--- config.mk ---
export PLATFORM = sky130hd
export DESIGN_NAME = ysyx_24100005_lsu
export DESIGN_NICKNAME = d
export VERILOG_FILES = /design/src/rtl/ysyx_24100005_lsu.sv
export SDC_FILE = /design/constraint.sdc
export NUM_CORES = 1
export LEC_CHECK = 0
export BUFFER_PORTS_ARGS = -buffer_cell sky130_fd_sc_hd__buf_2
export CAP_MARGIN = 20
export CORE_ASPECT_RATIO = 0.75
export CORE_MARGIN = 10
export CORE_UTILIZATION = 50
export DETAILED_ROUTE_END_ITERATION = 10
export GPL_TIMING_DRIVEN = 0
export PLACE_DENSITY_LB_ADDON = 0.1
export SETUP_SLACK_MARGIN = 0.1
export SLEW_MARGIN = 20
export SYNTH_ARGS = -nofsm -noshare
export SYNTH_HDL_FRONTEND = slang
export SYNTH_SLANG_ARGS = --single-unit
--- constraint.sdc ---
create_clock -name clk -period 2.7 [get_ports clk]
set_input_delay 0.54 -clock clk [delete_from_list [all_inputs] [get_ports clk]]
set_output_delay 0.54 -clock clk [all_outputs]
set_load 0.01 [all_outputs]
--- src/rtl/ysyx_24100005_lsu.sv ---
// Multi-cycle load/store unit: latches one request, drives a word-addressed memory
// port, extracts/extends load data and returns a single result with an error flag.
module ysyx_24100005_lsu #(
    parameter int ADDR_W      = 32,
    parameter int TIMEOUT_CYC = 255
) (
    input  logic              clk,
    input  logic              rst,
    input  logic              req_valid,
    output logic              req_ready,
    input  logic              req_wen,
    input  logic [2:0]        req_funct3,
    input  logic [ADDR_W-1:0] req_addr,
    input  logic [31:0]       req_wdata,
    output logic              resp_valid,
    input  logic              resp_ready,
    output logic [31:0]       resp_rdata,
    output logic              resp_err,
    output logic              mem_req_valid,
    input  logic              mem_req_ready,
    output logic              mem_wen,
    output logic [ADDR_W-1:0] mem_addr,
    output logic [31:0]       mem_wdata,
    output logic [3:0]        mem_wmask,
    input  logic              mem_rsp_valid,
    input  logic [31:0]       mem_rdata,
    output logic [1:0]        dbg_state
);
    localparam int CNT_W = (TIMEOUT_CYC > 0) ? $clog2(TIMEOUT_CYC + 1) : 1;

    // Handshakes: a transfer happens on a rising edge where valid and ready are both 1;
    // a raised valid (req to memory, resp to writeback) holds its payload until then.
    typedef enum logic [1:0] {
        S_IDLE  = 2'd0,
        S_MREQ  = 2'd1,
        S_MWAIT = 2'd2,
        S_RESP  = 2'd3
    } state_t;

    state_t            r_state;
    state_t            w_next;
    logic              r_wen;
    logic [2:0]        r_funct3;
    logic [ADDR_W-1:0] r_addr;
    logic [31:0]       r_wdata;
    logic [31:0]       r_rdata;
    logic              r_err;
    logic [CNT_W-1:0]  r_cnt;

    logic              w_misal;
    logic              w_illegal;
    logic              w_bad;
    logic              w_timeout;
    logic [1:0]        w_off;
    logic [31:0]       w_shift;
    logic [31:0]       w_load;
    logic [3:0]        w_mask;
    logic [31:0]       w_wdata;

    // Request legality is judged on the incoming fields, before they are latched.
    always_comb begin
        w_misal = 1'b0;
        case (req_funct3[1:0])
            2'b01:   w_misal = req_addr[0];
            2'b10:   w_misal = (req_addr[1:0] != 2'b00);
            default: w_misal = 1'b0;
        endcase
        if (req_wen) begin
            w_illegal = req_funct3[2] | (req_funct3[1:0] == 2'b11);
        end else begin
            w_illegal = (req_funct3 == 3'b011) | (req_funct3 == 3'b110) |
                        (req_funct3 == 3'b111);
        end
        w_bad = w_misal | w_illegal;
    end

    assign w_timeout = (TIMEOUT_CYC != 0) && (r_cnt == CNT_W'(TIMEOUT_CYC));
    assign w_off     = r_addr[1:0];
    assign w_shift   = mem_rdata >> {w_off, 3'b000};

    always_comb begin
        case (r_funct3)
            3'b000:  w_load = {{24{w_shift[7]}}, w_shift[7:0]};
            3'b001:  w_load = {{16{w_shift[15]}}, w_shift[15:0]};
            3'b100:  w_load = {24'h0, w_shift[7:0]};
            3'b101:  w_load = {16'h0, w_shift[15:0]};
            default: w_load = w_shift;
        endcase
    end

    always_comb begin
        w_mask  = 4'b0000;
        w_wdata = r_wdata;
        if (r_wen && !r_funct3[2]) begin
            case (r_funct3[1:0])
                2'b00: begin
                    w_mask  = 4'b0001 << w_off;
                    w_wdata = {4{r_wdata[7:0]}};
                end
                2'b01: begin
                    w_mask  = 4'b0011 << w_off;
                    w_wdata = {2{r_wdata[15:0]}};
                end
                2'b10:   w_mask = 4'b1111;
                default: w_mask = 4'b0000;
            endcase
        end
    end

    always_comb begin
        w_next = r_state;
        case (r_state)
            S_IDLE:  if (req_valid) w_next = w_bad ? S_RESP : S_MREQ;
            S_MREQ:  if (mem_req_ready) w_next = S_MWAIT;
            S_MWAIT: if (mem_rsp_valid || w_timeout) w_next = S_RESP;
            S_RESP:  if (resp_ready) w_next = S_IDLE;
            default: w_next = S_IDLE;
        endcase
    end

    always_ff @(posedge clk or negedge rst) begin
        if (!rst) r_state <= S_IDLE;
        else      r_state <= w_next;
    end

    always_ff @(posedge clk or negedge rst) begin
        if (!rst) begin
            r_wen    <= 1'b0;
            r_funct3 <= 3'b000;
            r_addr   <= '0;
            r_wdata  <= 32'h0;
            r_rdata  <= 32'h0;
            r_err    <= 1'b0;
            r_cnt    <= '0;
        end else begin
            case (r_state)
                S_IDLE: if (req_valid) begin
                    r_wen    <= req_wen;
                    r_funct3 <= req_funct3;
                    r_addr   <= req_addr;
                    r_wdata  <= req_wdata;
                    r_rdata  <= 32'h0;
                    r_err    <= w_bad;
                end
                S_MREQ: if (mem_req_ready) r_cnt <= '0;
                S_MWAIT: begin
                    // A real response wins over a watchdog expiry in the same cycle.
                    if (mem_rsp_valid) begin
                        r_rdata <= r_wen ? 32'h0 : w_load;
                        r_err   <= 1'b0;
                    end else if (w_timeout) begin
                        r_rdata <= 32'h0;
                        r_err   <= 1'b1;
                    end else begin
                        r_cnt <= r_cnt + 1'b1;
                    end
                end
                default: ;
            endcase
        end
    end

    assign req_ready     = (r_state == S_IDLE);
    assign resp_valid    = (r_state == S_RESP);
    assign resp_rdata    = r_rdata;
    assign resp_err      = r_err;
    assign mem_req_valid = (r_state == S_MREQ);
    assign mem_wen       = r_wen;
    assign mem_addr      = {r_addr[ADDR_W-1:2], 2'b00};
    assign mem_wdata     = w_wdata;
    assign mem_wmask     = w_mask;
    assign dbg_state     = r_state;

endmodule

# [Word-level counts from Yosys, hierarchy flattened]
# Index checks and enable logic that the tools add are counted.
[totals] latchBits=0 regBits=111 n_memories=0 inputBits=106 wordCells=77 romBits=0 ramBits=0 out_inout_bits=107
[classes] n_reduce_logical=13 mux=26 n_addsub=1 order_cmp=0 div_mod_pow=0 bitwise=4 n_mul=0 n_shift=3 n_eq_ne=22
[op_table] operator="32-bit two-way mux" n=5
[op_table] operator="32-bit case mux with 2 select lines" n=2
[op_table] operator="32-bit case mux with 4 select lines" n=1
[op_table] operator="32-bit by 5-bit right shift with 32-bit output" n=1
[op_table] operator="8-bit two-way mux" n=3
[op_table] operator="8-bit case mux with 2 select lines" n=1
[op_table] operator="3-bit equality test, second input constant" n=4
[op_table] operator="4-bit case mux with 3 select lines" n=1
[op_table] operator="2-bit equality test, second input constant" n=5
[op_table] operator="2-bit two-way mux" n=5
[op_table] operator="8-bit by 1-bit adder with 8-bit output, second input constant" n=1
[op_table] operator="8-bit equality test, second input constant" n=1
[op_table] operator="2-bit != test, second input constant" n=4
[op_table] operator="2-bit case mux with 4 select lines" n=1
[op_table] operator="4-bit AND reduction" n=2
[op_table] operator="2-bit by 1-bit equality test with 1-bit output, second input constant" n=3
[op_table] operator="2-bit nonzero test" n=3
[op_table] operator="2-bit zero test" n=2
[op_table] operator="1-bit two-way mux" n=4
[op_table] operator="4-bit two-way mux" n=1
[op_table] operator="2-bit by 1-bit != test with 1-bit output, second input constant" n=2
[op_table] operator="1-bit bitwise OR" n=4
[op_table] operator="1-bit case mux with 2 select lines" n=2
[op_table] operator="1-bit by 2-bit left shift with 4-bit output, first input constant" n=1
[op_table] operator="other kinds (10)" n=10

# [Depth between registers and ports, before layout]
# Gate-level depths: netlist (run 1).
[depth] word_depth=8 mapped_depth=8 depth_no_buf=6

# [Least setup slack after synthesis (run 1)]
# No wires, ideal clock.
[synth_timing] path_kind="reg-to-output" start="register r_funct3[0]" end="output mem_wdata[10]" t_required_ns=2.160 path_buffers=2 path_stages_with_launch=6 path_slack_ns=0.570 arrival_time_ns=1.590 cell_sequence="dfrtp_1 > clkbuf_1 > or2_2 > buf_2 > nor2_2 > mux2_2"
[synth_between] elab_chain_cells=3 elab_cells_between_ends=4 classes_between="eq/ne (1); mux (2); reduce/logical (1)"
[synth_rtl] item="start: declaration" line="43" text="logic [2:0] r_funct3;"
[synth_rtl] item="start signal: assignment" line="139" text="r_funct3 <= req_funct3;"
[synth_rtl] item="2-bit by 1-bit equality test with 1-bit output or 2-bit zero test (tied branches)" line="95" text="case (r_funct3[1:0])"
[synth_rtl] item="32-bit case mux with 2 select lines *" line="95"
[synth_rtl] item="32-bit two-way mux *" line="94" text="if (r_wen && !r_funct3[2]) begin"
[synth_rtl] item="end: declaration" line="23" text="output logic [31:0] mem_wdata,"
# Mark *: on every way between the ends. The rest lies on a longest branch, timed or not.

# [Worst setup path in the final report (run 1)]
[layout_timing] start="register r_funct3[1]" end="output mem_wdata[9]"
# Same word-level chain as after synthesis.

==> results of run 1 <==
## final cells by class
type	instances	share of cell area
Sequential cell	111	0.373
Multi-Input combinational cell	314	0.350
Timing Repair Buffer	214	0.150
Buffer	67	0.0578
Clock buffer	12	0.0345
Tap cell	144	0.0242
Inverter	11	0.00555
Clock inverter	4	0.00387
Antenna cell	1	0.000336
## cell usage after synthesis, types with 3 or more instances
master,count,area share
o2bb2ai_1,8,0.012
clkbuf_1,8,0.0051
nand3b_1,8,0.010
mux2_2,84,0.16
nor3_1,3,0.0026
a211oi_1,3,0.0039
a221o_1,8,0.014
nor2b_1,10,0.011
nand2_1,17,0.011
nand2b_1,7,0.0075
o21ai_0,14,0.012
nor2_1,27,0.017
nand3_1,6,0.0051
mux2i_1,29,0.050
ha_1,8,0.017
buf_4,41,0.053
a32o_1,7,0.012
inv_1,11,0.0071
a211o_1,15,0.023
or3_1,4,0.0043
a21oi_1,25,0.021
buf_2,11,0.0094
dfrtp_1,111,0.48
nand4_1,3,0.0032
buf_1,9,0.0058
## state kept, by name, summed over array words and instances (netlist names)
signal,flops
resp_err,1
mem_wen,1
r_addr,32
r_cnt,8
r_funct3,3
resp_rdata,32
dbg_state,2
r_wdata,32
## where the power goes
group | internal [uW] | switching [uW] | leakage [uW]
sequential | 2430 | 505 | 0.00139
clock | 679 | 594 | 0.000135
combinational | 2450 | 2470 | 0.00226
total | 5560 | 3570 | 0.00378
## layout by cell type (no fill, tap or decap), drive strengths merged, types with 2 or more instances in the layout
cell,count
clkinvlp,2
conb,2
or3,4
o21ai,15
nor3b,3
a211o,15
nand3b,8
nor2,28
mux2i,29
inv,12
dfrtp,111
nor3,4
buf,274
a21oi,25
a32o,7
nand2b,7
a221o,8
ha,8
a211oi,3
nand4,3
nand3,6
o2bb2ai,8
mux2,84
nor2b,11
o31ai,2
clkbuf,19
nand2,17
## timing repair
item	in CTS	in global routing
resized for setup	5	8
pin swaps	2	1
endpoints found under the setup margin	21	22
setup buffers	2	1
## kinds of logic after synthesis
group           after synthesis  share of synthesized area
fa+ha+maj                     8                     0.0172
other cells                   1                   0.000643
flops                       111                      0.476
simple gates                 96                     0.0922
buf+inv                      80                     0.0802
mux                         114                      0.216
compound gates               94                      0.118
## through the flow
stage	util	cell area, um2	worst slack, ps	setup TNS, ps	total power [uW]
after floorplan	-	5840	570	0	6100
after global placement	0.615	7070	-242	-25600	7680
after detailed placement	0.618	7100	192	0	7830
after CTS	0.645	7410	116	0	9160
after global routing	0.648	7440	107	0	9750
final	0.648	7440	196	0	9120
## layer usage
layer | up-vias | GRT usage
met3 | 14 | 0.0760
met2 | 164 | 0.310
li1 | 2229 | -
met1 | 2278 | 0.241
met4 | 0 | 0.0403
met5 | - | 0
## path summary, 6_finish.rpt
path	end	slack (ps)	cells after the start
hold reg to reg	resp_rdata[16]	480	1
max in group asynchronous	r_funct3[0]	1900	2
setup / recovery	mem_wdata[9]	200	6
setup reg to reg	resp_rdata[30]	280	7
hold / removal	resp_rdata[4]	110	1
min in group clk	r_addr[7]	420	2
==> flow_summary_export.csv, run 1 <==
group,metric,value,unit
power_and_ir_drop,p_per_area,1230,nW/um2
synthesis,async_flop_share,1.00,
synthesis,ys.flop_type,"dfrtp_1",
placed_design,io_buffers,210,
global_route,antenna_found_initial,1,
synthesis,synth-seq-cells,111,
final_layout,fin_nets,842,
worst_setup_path,max_stage_delay,410,ps
die,start_util,0.508,
sta,grt_setup_unrepaired,"false",
worst_setup_path,critical_path_arrival,1960,ps
cts,htree_num_levels,3,
global_route,grt_pass1_vias,4845,
power_and_ir_drop,ir_drop,0.604,mV
worst_setup_path,cp.required,2160,ps
worst_setup_path,crit_fanout,10,
drt,drt-met1-wl,7.00,mm
final_layout,multi_input_area,2610,um2
die,core,11500,um2
sta,final_hold_viol_count,0,
synthesis,synth_seq_area_share,0.476,
cts,cts_tree,"built",
run,max-cap-violations,0,
drt,drc,0,
final_layout,syn2layout_area_growth,27.6,%
sta,whs,113,ps
worst_setup_path,critPathSlowestCell,"dfrtp_1",
cts,insertion_delay,340,ps
die,design.portCount,213,
synthesis,synth_edf_count,0,
cts,cts_buffer_depth,2,
drt,wl_per_cell,18.7,um
cts,clock-sinks,111,
die,dieArea,16400,um2
synthesis,ys_warn_count,0,
placed_design,place.gp.congestion,0.894,
final_layout,fill_cells,944,
worst_setup_path,cpLargestDelayFamily,"buffers and inverters",
drt,routed_via_density,5.34,
drt,drt_iter0_drc,235,
sta,worst_slew_pin_slew,715,ps
global_route,grt_pass1_wl,25.5,mm
sta,fin_skew,6.47,ps
global_route,overflow,0,
die,die_w,145,um
status,status,"finished clean",
synthesis,synth_cell_type_count,50,
worst_setup_path,r2r-start,"dbg_state[1]",
drt,first_pass_iters,5,
worst_setup_path,cp-start-kind,"flop",
cts,cts-root-buf,"clkbuf_16",
drt,ant_nets,0,
final_layout,finalNonFillerCells,878,
cts,path_clk_slew,70,ps
drt,dr_wl_met3,1.57,mm
drt,routed.top_layer,"met4",
worst_setup_path,crit_type,"reg2out",
cts,cts_buffers,9,
worst_setup_path,crit_chain,"or2_2, buf_4, nor2_4, buf_12, mux2_2, buf_2",
sta,fin_crit_sh,0.927,
synthesis,synth_area,5830,um2
power_and_ir_drop,p_leak,0.00378,uW
sta,min_period,2500,ps
final_layout,drive_gt1_frac,0.514,
min_path,hold_path_class,"in2async",
final_layout,register_area,2780,um2
drt,routed_wl,16.4,mm
sta,drv_slew,0,
drt,vias,4685,
synthesis,synth_cells,504,
drt,dr_wl_met2,7.68,mm
global_route,grt_max_degree,67,
global_route,grt_usage,0.193,
die,row_count,34,
placed_design,post-place-cells,860,
synthesis,avgSynthCellArea,11.6,um2
sta,slew_headroom,0.523,
placed_design,post-dp-hpwl,13.1,mm
worst_setup_path,cp.buffers_inverters,3,
worst_setup_path,endpoint_kind,"output pin",
worst_setup_path,startpoint,"r_funct3[1]",
cts,postCtsHoldBufs,0,
sta,setup_viol,0,
sta,fmax,399,MHz
die,die_h,114,um
No activity file was read; power rests on OpenSTA's default activity.
==> run 2: changes to the inputs <==
--- a/config.mk
+++ b/config.mk
@@ -9,7 +9,7 @@
 export CAP_MARGIN = 20
 export CORE_ASPECT_RATIO = 0.75
 export CORE_MARGIN = 10
-export CORE_UTILIZATION = 50
+export CORE_UTILIZATION = 35
 export DETAILED_ROUTE_END_ITERATION = 10
 export GPL_TIMING_DRIVEN = 0
 export PLACE_DENSITY_LB_ADDON = 0.1
==> run 2 against run 1 <==
Against the previous run:
- utilization shrank 18 points
- sequential share of layout area shrank 0.43 points
- sequential power is essentially flat
- combinational power is essentially flat
- worst setup slack gained 12 ps
==> flow_summary_export.csv, run 2 (synthesis gave the netlist of run 1 again) <==
group,metric,value,unit
cts,clock-sinks,111,
drt,ant_nets,0,
drt,routed_wl,17.7,mm
sta,setup-tns-final,0,ps
die,die_w,169,um
power_and_ir_drop,p_per_area,1220,nW/um2
cts,cts-root-buf,"clkbuf_16",
sta,setup_viol,0,
placed_design,post-dp-hpwl,14.0,mm
worst_setup_path,critical_path_arrival,1950,ps
global_route,overflow,0,
placed_design,post-place-cells,926,
sta,worst_slew_pin_slew,712,ps
worst_setup_path,r2r_slack,350,ps
drt,first_pass_iters,4,
global_route,use_met2,0.239,
sta,whs,137,ps
final_layout,fill_cells,1576,
worst_setup_path,cpLargestDelayFamily,"buffers and inverters",
worst_setup_path,r2r-start,"dbg_state[1]",
placed_design,io_buffers,210,
sta,fin_crit_sh,0.923,
cts,cts_tree,"built",
die,core,16200,um2
die,row_count,40,
sta,grt_setup_unrepaired,"true",
worst_setup_path,endpoint_kind,"output pin",
sta,drv_slew,0,
global_route,met3_usage,0.0685,
drt,drc,0,
die,start_util,0.361,
sta,slew_headroom,0.523,
status,status,"finished clean",
worst_setup_path,startpoint,"r_funct3[0]",
global_route,busiest_layer,"met2",
final_layout,syn2layout_area_growth,29.1,%
worst_setup_path,crit_end,"mem_wdata[13]",
worst_setup_path,critPathSlowestCell,"dfrtp_2",
cts,cts_buffer_depth,2,
cts,htree_num_levels,3,
sta,fin_skew,5.88,ps
worst_setup_path,crit_fanout,10,
global_route,grt_pass1_vias,5075,
worst_setup_path,cp.required,2160,ps
final_layout,final_common_cell,"buf_2",
placed_design,place.gp.congestion,0.792,
sta,fmax,401,MHz
worst_setup_path,crit_type,"reg2out",
global_route,grt_max_degree,57,
global_route,grt_use_met1,0.199,
worst_setup_path,max_stage_delay,430,ps
global_route,antenna_found_initial,4,
global_route,grt_pass1_wl,28.1,mm
power_and_ir_drop,p_leak,0.00379,uW
sta,final_hold_viol_count,0,
worst_setup_path,cp.buffers_inverters,3,
power_and_ir_drop,ir_drop,0.562,mV
global_route,grt_usage,0.156,
die,dieArea,22300,um2
final_layout,register_area,2780,um2
worst_setup_path,cp.depth,6,
final_layout,drive_gt1_frac,0.518,
drt,drt_iter0_drc,352,
die,die_h,132,um
final_layout,fin_nets,844,
worst_setup_path,cp-start-kind,"flop",
drt,wl_per_cell,18.7,um
cts,cts_buffers,9,
cts,insertion_delay,350,ps
drt,vias,4673,
sta,min_period,2490,ps
worst_setup_path,ff2ff_path_depth,7,
min_path,hold_path_class,"in2async",
worst_setup_path,crit_chain,"or2_2, buf_4, nor2_4, buf_12, mux2_2, buf_2",
final_layout,layout_common_cells,"buf_2 (217), dfrtp_1 (110), mux2_2 (84), buf_4 (46), mux2i_1 (29)",
run,max-cap-violations,0,
final_layout,multi_input_area,2600,um2
final_layout,finalNonFillerCells,947,
cts,postCtsHoldBufs,0,
worst_setup_path,r2r-end,"resp_rdata[30]",
cts,path_clk_slew,80,ps
die,design.portCount,213,
drt,routed_via_density,4.93,
==> run 2: what timing repair did <==
item,4_1_cts,5_1_grt
gates resized for setup,6,8
pin swaps,2,1
buffers inserted,4,0
setup endpoints to repair,25,16
==> run 2: through the flow <==
step                utilization  power, uW  worst slack, ps  cell area, um2
floorplan                     -       6100              570            5840
global placement          0.442       7780             -325            7150
detailed placement        0.444       7870              129            7180
CTS                       0.465       9270              120            7520
global route              0.466       9870             29.7            7530
finish                    0.466       9150              209            7530
==> run 2: metal layers <==
| metal | share of wire | vias to the layer above |
|---|---|---|
| met5 | 0.0019 | - |
| met4 | 0.0097 | 4 |
| met3 | 0.098 | 16 |
| met2 | 0.45 | 148 |
| met1 | 0.44 | 2266 |
| li1 | - | 2239 |
==> run 2: final cells by class <==
type | instances | share of cell area
timing repair buffer | 215 | 0.150
clock buffer | 9 | 0.0299
clock inverter | 7 | 0.00698
inverter | 11 | 0.00548
sequential | 111 | 0.369
buffer | 68 | 0.0578
tap | 210 | 0.0349
multi-input combinational | 314 | 0.346
antenna | 2 | 0.000664
==> run 2: worst min path at each step <==
| stage | to | cells past startpoint |
|---|---|---|
| 2_1_floorplan | dbg_state[0] | 0 |
| 5_1_grt | resp_rdata[20] | 1 |
| 3_5_place_dp | resp_rdata[17] | 1 |
| 3_3_place_gp | resp_rdata[21] | 1 |
| 4_1_cts | resp_rdata[20] | 1 |
| 6_report | resp_rdata[20] | 1 |
==> run 2: report_power, final <==
part	total [uW]	leakage (uW)	switching, uW	internal [uW]
registers	2930	0.00139	502	2420
clock network	1280	0.000137	647	637
logic	4940	0.00226	2490	2460
==> run 2: worst reg2reg max path: cells and delay by family (launching register included) <==
family                     cells  cell delay [ps]
adders and majority gates      1              300
DFF                            1              450
AOI/OAI and AO/OA              2              560
and+or+nand+nor                2              620
buffers and inverters          2              380
==> run 3: changes to the inputs <==
--- a/config.mk
+++ b/config.mk
@@ -7,7 +7,7 @@
 export LEC_CHECK = 0
 export BUFFER_PORTS_ARGS = -buffer_cell sky130_fd_sc_hd__buf_2
 export CAP_MARGIN = 20
-export CORE_ASPECT_RATIO = 0.75
+export CORE_ASPECT_RATIO = 1.1
 export CORE_MARGIN = 10
 export CORE_UTILIZATION = 35
 export DETAILED_ROUTE_END_ITERATION = 10
==> run 3 against run 2 <==
Against the previous run:
- largest power group unchanged
- combinational power is 1% higher
- first-iteration DRC count decreased by 42%
- die area is 0.21% lower
- utilization shrank 0.31 points
- clock-buffer cell count did not move
==> flow_summary_export.csv, run 3 (synthesis gave the netlist of run 1 again) <==
group,metric,value,unit
worst_setup_path,critical_path_arrival,1980,ps
sta,setup_ws,180,ps
sta,min_period,2520,ps
power_and_ir_drop,p_leak,0.00382,uW
sta,setup_viol,0,
sta,fin_skew,8.40,ps
cts,path_clk_slew,80,ps
sta,grt_setup_unrepaired,"true",
sta,fin_crit_sh,0.933,
drt,drt_iter0_drc,205,
drt,drc,0,
placed_design,place_ws,89.8,ps
final_layout,fin_nets,846,
sta,whs,134,ps
global_route,grt_pass1_vias,5151,
sta,fmax,397,MHz
die,row_count,49,
cts,insertion_delay,360,ps
final_layout,drive_gt1_frac,0.520,
final_layout,syn2layout_area_growth,29.9,%
worst_setup_path,crit_fanout,10,
sta,final_hold_viol_count,0,
cts,cts_buffers,9,
drt,vias,4838,
placed_design,place.gp.congestion,0.836,
power_and_ir_drop,p_per_area,1230,nW/um2
global_route,grt_usage,0.160,
final_layout,layout_common_cells,"buf_2 (218), dfrtp_1 (110), mux2_2 (84), buf_4 (47), mux2i_1 (29)",
cts,htree_num_levels,3,
global_route,grt_pass1_wl,28.1,mm
placed_design,postPlaceCellArea,7180,um2
final_layout,final_common_cell,"buf_2",
drt,wl_per_cell,19.3,um
die,dieArea,22200,um2
die,core,16400,um2
min_path,hold_path_class,"in2async",
cts,postCtsHoldBufs,0,
die,die_h,155,um
global_route,grt_max_degree,57,
power_and_ir_drop,p_total,9340,uW
final_layout,fill_cells,1607,
status,status,"finished clean",
sta,slew_headroom,0.536,
worst_setup_path,cp.required,2160,ps
worst_setup_path,cp-start-kind,"flop",
worst_setup_path,endpoint_kind,"output pin",
power_and_ir_drop,ir_drop,0.611,mV
die,design.portCount,213,
drt,ant_nets,0,
die,die_w,143,um
global_route,antenna_found_initial,5,
drt,routed_via_density,5.13,
global_route,overflow,0,
final_layout,multi_input_area,2600,um2
sta,drv_slew,0,
cts,cts_buffer_depth,2,
final_layout,register_area,2780,um2
worst_setup_path,crit_type,"reg2out",
placed_design,io_buffers,210,
drt,first_pass_iters,6,
final_layout,finalInstanceArea,7580,um2
cts,cts-root-buf,"clkbuf_16",
drt,routed_wl,18.2,mm
die,start_util,0.356,
cts,cts_tree,"built",
sta,worst_slew_pin_slew,696,ps
placed_design,post-dp-hpwl,14.3,mm
worst_setup_path,r2r_slack,370,ps
run,max-cap-violations,0,
cts,clock-sinks,111,
-- run 3: worst max-delay path, stage by stage (launching register included) --
cell      delay [ps]
dfrtp_1          410
clkbuf_2         210
nor3b_4          320
buf_6            200
mux2_2           330
buf_2            150
-- run 3: layout make-up --
type                            count  area share
Antenna cell                        3    0.000991
Buffer                             67      0.0580
Clock buffer                        9      0.0297
Clock inverter                      7      0.0102
Inverter                           11     0.00545
Multi-Input combinational cell    314       0.343
Sequential cell                   111       0.367
Tap cell                          204      0.0337
Timing Repair Buffer              218       0.152
-- run 3: metal layers --
| metal | wire (um) | up-vias | GRT usage |
|---|---|---|---|
| met3 | 1620 | 30 | 0.0545 |
| met1 | 7370 | 2378 | 0.190 |
| li1 | - | 2242 | - |
| met5 | 32 | - | 0 |
| met4 | 390 | 4 | 0.0560 |
| met2 | 8770 | 184 | 0.263 |
-- run 3: report_power, final --
part           internal [uW]  switching (uW)  leakage [uW]
sequential              2420             507       0.00139
clock                    732             667      0.000147
combinational           2490            2520       0.00228
total                   5640            3690       0.00382
-- run 3: path summary, 6_finish.rpt --
path                                        to  cells after the start           start
max in group asynchronous           r_wdata[8]                      2             rst
worst max-delay path             mem_wdata[22]                      5     r_funct3[1]
min in group clk                    r_addr[25]                      2    req_addr[25]
worst min-delay path            resp_rdata[20]                      1             rst
worst max register to register  resp_rdata[31]                      7    dbg_state[0]
worst min register to register  resp_rdata[19]                      1  resp_rdata[19]
-- run 3: through the flow --
step	setup TNS [ps]	util	std cells
CTS	0	0.461	939
floorplan	0	-	505
detailed placement	0	0.438	920
global placement	-33230	0.436	919
finish	0	0.463	944
global route	0	0.463	942
-- run 3: repair_timing --
action,in CTS,in global routing
buffers inserted,5,2
setup endpoints to repair,25,15
pin swaps,2,1
resized for setup,6,10
